<file path="src/rtl/alu_seq_ctrl.sv">
// Sequencing controller for an external ALU datapath and a multi-cycle multiplier.
// Optional multiplier watchdog: define ALU_SEQ_MUL_TIMEOUT_EN.
module alu_seq_ctrl (
    input  logic        clk,
    input  logic        reset_n,
    // request side
    input  logic        op_valid_i,
    output logic        op_ready_o,
    input  logic [3:0]  opcode_i,
    input  logic [63:0] op_a_i,
    input  logic [63:0] op_b_i,
    // response side
    output logic        res_valid_o,
    input  logic        res_ready_i,
    output logic [63:0] result_o,
    output logic        err_o,
    // combinational datapath
    output logic [3:0]  alu_sel_o,
    output logic [63:0] alu_a_o,
    output logic [63:0] alu_b_o,
    output logic [1:0]  alu_shamt_o,
    input  logic [63:0] alu_y_i,
    // multiplier
    output logic        mul_start_o,
    output logic        mul_clear_o,
    output logic [31:0] mul_multiplier_o,
    output logic [31:0] mul_multiplicand_o,
    input  logic        mul_done_i,
    input  logic [63:0] mul_result_i,
    // debug
    output logic [2:0]  state_o
);

    // Handshakes: a transfer happens on a rising edge where valid and ready are
    // both high; valid holders keep payload stable until then, ready never
    // depends combinationally on valid.

    typedef enum logic [2:0] {
        IDLE      = 3'd0,
        EXEC      = 3'd1,
        MUL_START = 3'd2,
        MUL_WAIT  = 3'd3,
        RESP      = 3'd4
    } state_t;

    localparam logic [3:0] OP_NOP = 4'h0;
    localparam logic [3:0] OP_MUL = 4'hC;

    state_t      state_q, state_d;
    logic [3:0]  opcode_q, opcode_d;
    logic [63:0] a_q, a_d;
    logic [63:0] b_q, b_d;
    logic [63:0] result_q, result_d;
    logic        err_q, err_d;
    logic        mul_clear_q, mul_clear_d;
    logic        accept;
    logic        mul_timeout;

    assign accept = op_valid_i & op_ready_o;

`ifdef ALU_SEQ_MUL_TIMEOUT_EN
    logic [5:0] tmo_cnt_q, tmo_cnt_d;

    // The 48th MUL_WAIT cycle without mul_done gives up on the multiplier.
    assign mul_timeout = (state_q == MUL_WAIT) && (tmo_cnt_q == 6'd47);

    always_comb begin
        tmo_cnt_d = tmo_cnt_q;
        if (state_q == MUL_START) begin
            tmo_cnt_d = 6'd0;
        end else if (state_q == MUL_WAIT) begin
            tmo_cnt_d = tmo_cnt_q + 6'd1;
        end
    end

    always_ff @(posedge clk or negedge reset_n) begin
        if (!reset_n) begin
            tmo_cnt_q <= 6'd0;
        end else begin
            tmo_cnt_q <= tmo_cnt_d;
        end
    end
`else
    assign mul_timeout = 1'b0;
`endif

    // State register
    always_ff @(posedge clk or negedge reset_n) begin
        if (!reset_n) begin
            state_q <= IDLE;
        end else begin
            state_q <= state_d;
        end
    end

    // Next-state logic
    always_comb begin
        state_d = state_q;
        case (state_q)
            IDLE: begin
                if (accept) begin
                    if (opcode_i == OP_MUL) begin
                        state_d = MUL_START;
                    end else if (opcode_i > OP_MUL) begin
                        state_d = RESP;
                    end else begin
                        state_d = EXEC;
                    end
                end
            end
            EXEC:      state_d = RESP;
            MUL_START: state_d = MUL_WAIT;
            MUL_WAIT: begin
                if (mul_done_i || mul_timeout) begin
                    state_d = RESP;
                end
            end
            RESP: begin
                if (res_ready_i) begin
                    state_d = IDLE;
                end
            end
            default:   state_d = IDLE;
        endcase
    end

    // Output logic
    always_comb begin
        op_ready_o  = (state_q == IDLE);
        res_valid_o = (state_q == RESP);
        mul_start_o = (state_q == MUL_START);
    end

    // Operand latch and result capture
    always_comb begin
        opcode_d    = opcode_q;
        a_d         = a_q;
        b_d         = b_q;
        result_d    = result_q;
        err_d       = err_q;
        mul_clear_d = 1'b0;
        case (state_q)
            IDLE: begin
                if (accept) begin
                    opcode_d = opcode_i;
                    a_d      = op_a_i;
                    b_d      = op_b_i;
                    if (opcode_i > OP_MUL) begin
                        result_d = 64'd0;
                        err_d    = 1'b1;
                    end
                end
            end
            EXEC: begin
                // NOP reports zero whatever the datapath drives on select 0.
                result_d = (opcode_q == OP_NOP) ? 64'd0 : alu_y_i;
                err_d    = 1'b0;
            end
            MUL_WAIT: begin
                if (mul_done_i) begin
                    result_d    = mul_result_i;
                    err_d       = 1'b0;
                    mul_clear_d = 1'b1;
                end else if (mul_timeout) begin
                    result_d    = 64'd0;
                    err_d       = 1'b1;
                    mul_clear_d = 1'b1;
                end
            end
            default: begin
            end
        endcase
    end

    always_ff @(posedge clk or negedge reset_n) begin
        if (!reset_n) begin
            opcode_q    <= 4'd0;
            a_q         <= 64'd0;
            b_q         <= 64'd0;
            result_q    <= 64'd0;
            err_q       <= 1'b0;
            mul_clear_q <= 1'b0;
        end else begin
            opcode_q    <= opcode_d;
            a_q         <= a_d;
            b_q         <= b_d;
            result_q    <= result_d;
            err_q       <= err_d;
            mul_clear_q <= mul_clear_d;
        end
    end

    assign result_o           = result_q;
    assign err_o              = err_q;
    assign mul_clear_o        = mul_clear_q;
    assign alu_sel_o          = opcode_q;
    assign alu_a_o            = a_q;
    assign alu_b_o            = b_q;
    assign alu_shamt_o        = b_q[1:0];
    assign mul_multiplier_o   = a_q[31:0];
    assign mul_multiplicand_o = b_q[31:0];
    assign state_o            = state_q;

endmodule
</file>
<file path="config.mk">
export PLATFORM = sky130hd
export DESIGN_NAME = alu_seq_ctrl
export DESIGN_NICKNAME = d
export VERILOG_FILES = /design/src/rtl/alu_seq_ctrl.sv
export SDC_FILE = /design/constraint.sdc
export NUM_CORES = 1
export LEC_CHECK = 0
export BUFFER_PORTS_ARGS = -buffer_cell sky130_fd_sc_hd__buf_2
export CORE_AREA = 2 2 211 213
export CTS_CLUSTER_SIZE = 25
export DETAILED_ROUTE_END_ITERATION = 10
export DIE_AREA = 0 0 213 215
export GPL_TIMING_DRIVEN = 0
export PLACE_DENSITY = 0.46
export REMOVE_ABC_BUFFERS = 1
export SLEW_MARGIN = 40
export SYNTH_ARGS = -nofsm -noshare
export SYNTH_HDL_FRONTEND = slang
export SYNTH_SLANG_ARGS = --single-unit
export TNS_END_PERCENT = 1
</file>
<file path="constraint.sdc">
create_clock -name clk -period 2.35 [get_ports clk]
set_input_delay 0.705 -clock clk [delete_from_list [all_inputs] [get_ports clk]]
set_output_delay 0.705 -clock clk [all_outputs]
set_load 0.01 [all_outputs]
</file>
# Yosys cells after proc, flatten, opt, wreduce, memory -nomap -nowiden
# Cells that the tools add are included.
dict set report word_totals {
  inputBits 265
  wordCells 41
  out_inout_bits 270
  reg_bits 201
}
dict set report op_classes {
  bitwise 1
  magnitude_cmp 1
  muxes 17
  eq_ne 9
  n_reduce_logical 6
}
# operator n
set ops {}
lappend ops {{64-bit two-way mux} 4}
lappend ops {{64-bit case mux with 3 select lines} 1}
lappend ops {{3-bit two-way mux} 5}
lappend ops {{3-bit case mux with 5 select lines} 1}
lappend ops {{3-bit by 2-bit == test with 1-bit output, second input constant} 2}
lappend ops {{2-bit by 1-bit inequality test with 1-bit output, second input constant} 3}
lappend ops {{1-bit two-way mux} 5}
lappend ops {{4-bit == test, second input constant} 1}
lappend ops {{4-bit > comparator, second input constant} 1}
lappend ops {{4-bit zero test} 1}
lappend ops {{4-bit AND reduction} 1}
lappend ops {{3-bit by 1-bit == test with 1-bit output, second input constant} 1}
lappend ops {{3-bit == test, second input constant} 1}
lappend ops {{3-bit zero test} 1}
lappend ops {{1-bit case mux with 3 select lines} 1}
lappend ops {{3-bit AND reduction} 1}
lappend ops {{3-bit nonzero test} 1}
lappend ops {{2-bit inequality test, second input constant} 1}
lappend ops {{2-bit AND reduction} 1}
lappend ops {{1-bit AND} 1}

# Logic depth before layout (Yosys ltp)
dict set report logic_depth {
  ltp_word 5
  depth_mapped 7
  ltp_nobuf 3
}

# Worst setup path before layout
# Ideal clock, no wire load.
dict set report synth_timing {
  kind {input to register}
  from {input opcode_i[0]}
  to {register result_q[25], in the netlist result_o[25]}
  t_arrival_ns 1.902
  slack_ns 0.323
  n_path_buf 2
  stages 5
  required_ns 2.225
  setup_time_ns 0.125
  path_cell_list {or2_2 -> a32o_1 -> buf_2 -> buf_4 -> mux2_4}
}
dict set report synth_via {
  elab_chain_cells 3
}
# item line_no
set synth_rtl {}
lappend synth_rtl {{from (decl)} 9} ;# input logic [3:0] opcode_i,
lappend synth_rtl {{4-bit > comparator} 148} ;# if (opcode_i > OP_MUL) begin
lappend synth_rtl {{2-bit by 1-bit inequality test with 1-bit output (no source line)} --}
lappend synth_rtl {{4-bit AND reduction (no source line)} --}
lappend synth_rtl {{to (signal assigned)} 187} ;# result_q <= result_d;
lappend synth_rtl {{to (decl)} 53} ;# logic [63:0] result_q, result_d;
# Every way passes these cells.
# A chain may end at the register's enable or synchronous reset.

# Worst setup path after layout
dict set report layout_timing {
  from {register state_q[1], in the netlist state_o[1]}
  to {output res_valid_o}
}
dict set report layout_via {
  elab_chain_cells 1
}
# item line_no
set layout_rtl {}
lappend layout_rtl {{from (decl)} 49} ;# state_t state_q, state_d;
lappend layout_rtl {{from (signal assigned)} 92} ;# state_q <= state_d;
lappend layout_rtl {{3-bit == test} 130} ;# res_valid_o = (state_q == RESP);
lappend layout_rtl {{to (decl)} 13} ;# output logic res_valid_o,
# Every way passes these cells.

==> reports/results.txt <==
The number of fillers in the final layout is 4535. Summing all multi-input logic gate instances after layout gives 3670 um^2. The total congestion overflow after global routing came out at 0. The tools report the via count of the first global-routing pass as 7471.

The total number of placement rows is 77. Yosys printed 0 warnings. The netlist uses 28 different library cells. The first global-routing pass estimated 44.8 mm of wire. TritonCTS built the clock tree. The post-synthesis async set-or-reset flop share was 100%; the static leakage power was 6.62 nW. Cells fill 30.7% of the core in the end. The area growth from synthesis to layout is 41.3%. In the routed design, unresolved DRC markers number 0.

In this run, synthesis produced a sequential element count of 201. The worst path needs 2.28 ns of the cycle, external delays included. The final layout contains routed wiring with a total length of 30.2 mm.

The synthesized design contains 0 enable-type register cells. Along the worst path, the maximum fanout reaches 19. For the endpoint required time on the critical path, the log shows 1.64 ns. The cell area that synthesis handed to floorplanning was 9490 um^2. The category of cells accounting for the largest share of critical-path delay was flip-flops. During I/O placement, the number of pins put on the boundary was 535. The run gives 1 as the total number of H-tree levels. The run finished with clean final reports. Cells with a size suffix above 1 make up 69.7% of the layout. Across the whole layout, storage elements account for 5040 um^2. On the critical path, the stage with the largest delay is an instance of sky130_fd_sc_hd__dfrtp_4.

The tools report the kind of end point of the critical path as an output port. Setup total negative slack on the finished layout was measured at 0 ns. The detailed-route via count is 7142.

The detailed placer's ending HPWL was 22.2 mm; the count of endpoints failing hold in the final timing report was 0. The path class of the lowest-slack min-delay path was in2reg. Setup repair after global routing could not meet its margin everywhere.

Each instance of the synthesized netlist takes up on average 14.2 um^2. Overall power consumption after layout is estimated at 0.0188 W. The tree is rooted in a sky130_fd_sc_hd__clkbuf_16. Counting the buffers created by CTS gives 25. The tools report the number of antenna violations at the first check in global routing as 5.

The worst-case hold slack was 0.393 ns; the stage delay of the slowest cell on the critical path was 0.50 ns. Counting along the longest clock path gives a buffer depth of 3. The vertical die dimension came out at 215 um. The most common cell after layout, fill and taps aside was sky130_fd_sc_hd__buf_2. The critical path goes through buf_16, nor3b_4, buf_6. The worst clock skew was 0.0115 ns. The routability-driven placement congestion ratio was 0.734; the starting utilization of the core area was 21.7%. The total power density per cell area is 1400 nW/um^2. Port buffering added 534 buffers. Across the VDD grid, the largest voltage drop is 647 uV. For the largest net degree at the start of global routing, the log shows 68. The tool flagged a number of max-cap violations equal to 0.

The run gives 7 as the number of iterations in the first detailed-routing pass. The DRC marker count from the first detailed-route iteration is 248. Across every metal layer, demand over resource in global routing totals 12.7%.

Across all setup checks in the final design, the least slack found is 0.0718 ns. Setup violations remaining at the end of the flow were counted as 0. Leaving out fill and tap cells, the most frequent cells in the layout are sky130_fd_sc_hd__buf_2 (531), sky130_fd_sc_hd__dfrtp_1 (198), sky130_fd_sc_hd__mux2_2 (136), sky130_fd_sc_hd__nor2b_1 (64), sky130_fd_sc_hd__a32o_1 (64). The tools report the post-detailed-route count of antenna-violating nets as 0.

The floorplan step defined a core boundary enclosing 43600 um^2. The critical path in this run is classified as reg2out. The tools report the number of pins with negative max-slew slack in the final report as 0.

The worst setup path is launched from a register. Part of the Yosys area used for sequential elements: 53.0%. The most used flip-flop cell after synthesis was sky130_fd_sc_hd__dfrtp_1. Count of mapped cells out of synthesis: 666. Data arrives at the worst endpoint at 1.57 ns. Clock tree synthesis found a total of 201 sinks. Dividing the detail-routed via count by the number of cells gives 4.11. The post-detailed-route wirelength per cell is 17.4 um. The clock-pin slew on the worst setup and hold paths is 0.06 ns.

The slew of the pin with the lowest slew margin works out to 0.836 ns. The number of buffers and inverters on the critical path was 2; the highest clock rate was 439 MHz. The clock latency on the worst-skew pair came out at 0.53 ns. Measured along the x axis, the die boundary spans 213 um.

The die covers 45800 um^2. The count of nets after finishing is 1392. Of the available clock period, the critical path in the final layout requires 96.9%.

Before CTS, the worst setup slack after placement is -0.109 ns. The worst slew margin relative to its limit came out at 44.3%.
## sequential cells by signal, indices dropped and copies added (netlist names)
register and count:
result_o 64, state_o 3, mul_clear_o 1, alu_sel_o 4
alu_b_o 64, err_o 1, alu_a_o 64
## power breakdown
part           switching, W  leakage, nW  internal, W  total [W]
clock network       0.00153        0.435      0.00263    0.00416
logic               0.00417         3.70      0.00437    0.00854
registers          0.000984         2.48      0.00507    0.00605
## synthesized netlist by cell type, drive strengths merged, types with 2 or more instances
cell / count / area, um^2
nor2: 2 / 7.51
nor3b: 2 / 15.0
mux2: 196 / 2430
a32o: 65 / 651
nor2b: 65 / 407
buf: 103 / 772
dfrtp: 201 / 5030
or2: 2 / 12.5
a21oi: 2 / 10.0
clkbuf: 15 / 57.6
and2: 2 / 12.5
## through the flow
step | instances | cell area (um^2)
after floorplan | 548 | 8660
after global placement | 1674 | 12100
after detailed placement | 1687 | 12400
after CTS | 1738 | 13400
after global routing | 1738 | 13400
final | 1739 | 13400
## layout make-up
type / instances / share of cell area [%]
clock buffer: 35 / 5.24
inverter: 1 / 0.0280
clock inverter: 11 / 1.39
timing repair buffer: 552 / 22.9
tap: 592 / 5.52
antenna: 1 / 0.0187
sequential: 201 / 37.6
multi-input combinational: 346 / 27.4
## final timing paths
check / cells after the start / start / slack, ns / endpoint
min in group asynchronous: 2 / reset_n / 0.64 / alu_a_o[43]$_DFFE_PN0P_
worst min-delay path: 2 / mul_done_i / 0.39 / mul_clear_o$_DFF_PN0_
worst max register to register: 6 / state_o[1]$_DFFE_PN0P_ / 0.11 / result_o[1]$_DFFE_PN0P_
worst max-delay path: 3 / state_o[1]$_DFFE_PN0P_ / 0.07 / res_valid_o
max in group asynchronous: 4 / reset_n / 0.76 / result_o[26]$_DFFE_PN0P_
worst min register to register: 1 / alu_b_o[32]$_DFFE_PN0P_ / 0.50 / alu_b_o[32]$_DFFE_PN0P_
## worst register-to-register path: stages, from the launching register on
cell                       delay [ns]
sky130_fd_sc_hd__dfrtp_4         0.50
sky130_fd_sc_hd__buf_4           0.17
sky130_fd_sc_hd__buf_4           0.21
sky130_fd_sc_hd__nand2b_1        0.22
sky130_fd_sc_hd__a32o_4          0.37
sky130_fd_sc_hd__buf_12          0.27
sky130_fd_sc_hd__mux2_2          0.40
## metal layers
| layer | up-vias | routed length [um] | global-route usage (%) |
|---|---|---|---|
| met5 | - | 37 | 0 |
| met4 | 6 | 811 | 4.15 |
| met3 | 52 | 2680 | 3.97 |
| met2 | 329 | 15000 | 22.6 |
| met1 | 3493 | 11600 | 14.2 |
| li1 | 3262 | - | - |
## repair_timing
action | in CTS | in global routing
hold endpoints to repair | 2 | 0
endpoints found under the setup margin | 109 | 2
resized for setup | 7 | 2
hold buffers | 1 | 0
setup buffers | 3 | 0
gates cloned | 1 | 0
## kinds of logic after synthesis
group | count (synthesis) | share of synthesized area (%)
DFF | 201 | 53.0
muxes | 196 | 25.6
buffers and inverters | 119 | 8.78
and+or+nand+nor | 78 | 5.23
AOI/OAI and AO/OA | 72 | 7.36
Note: power is estimated with default switching activity, not from simulation.
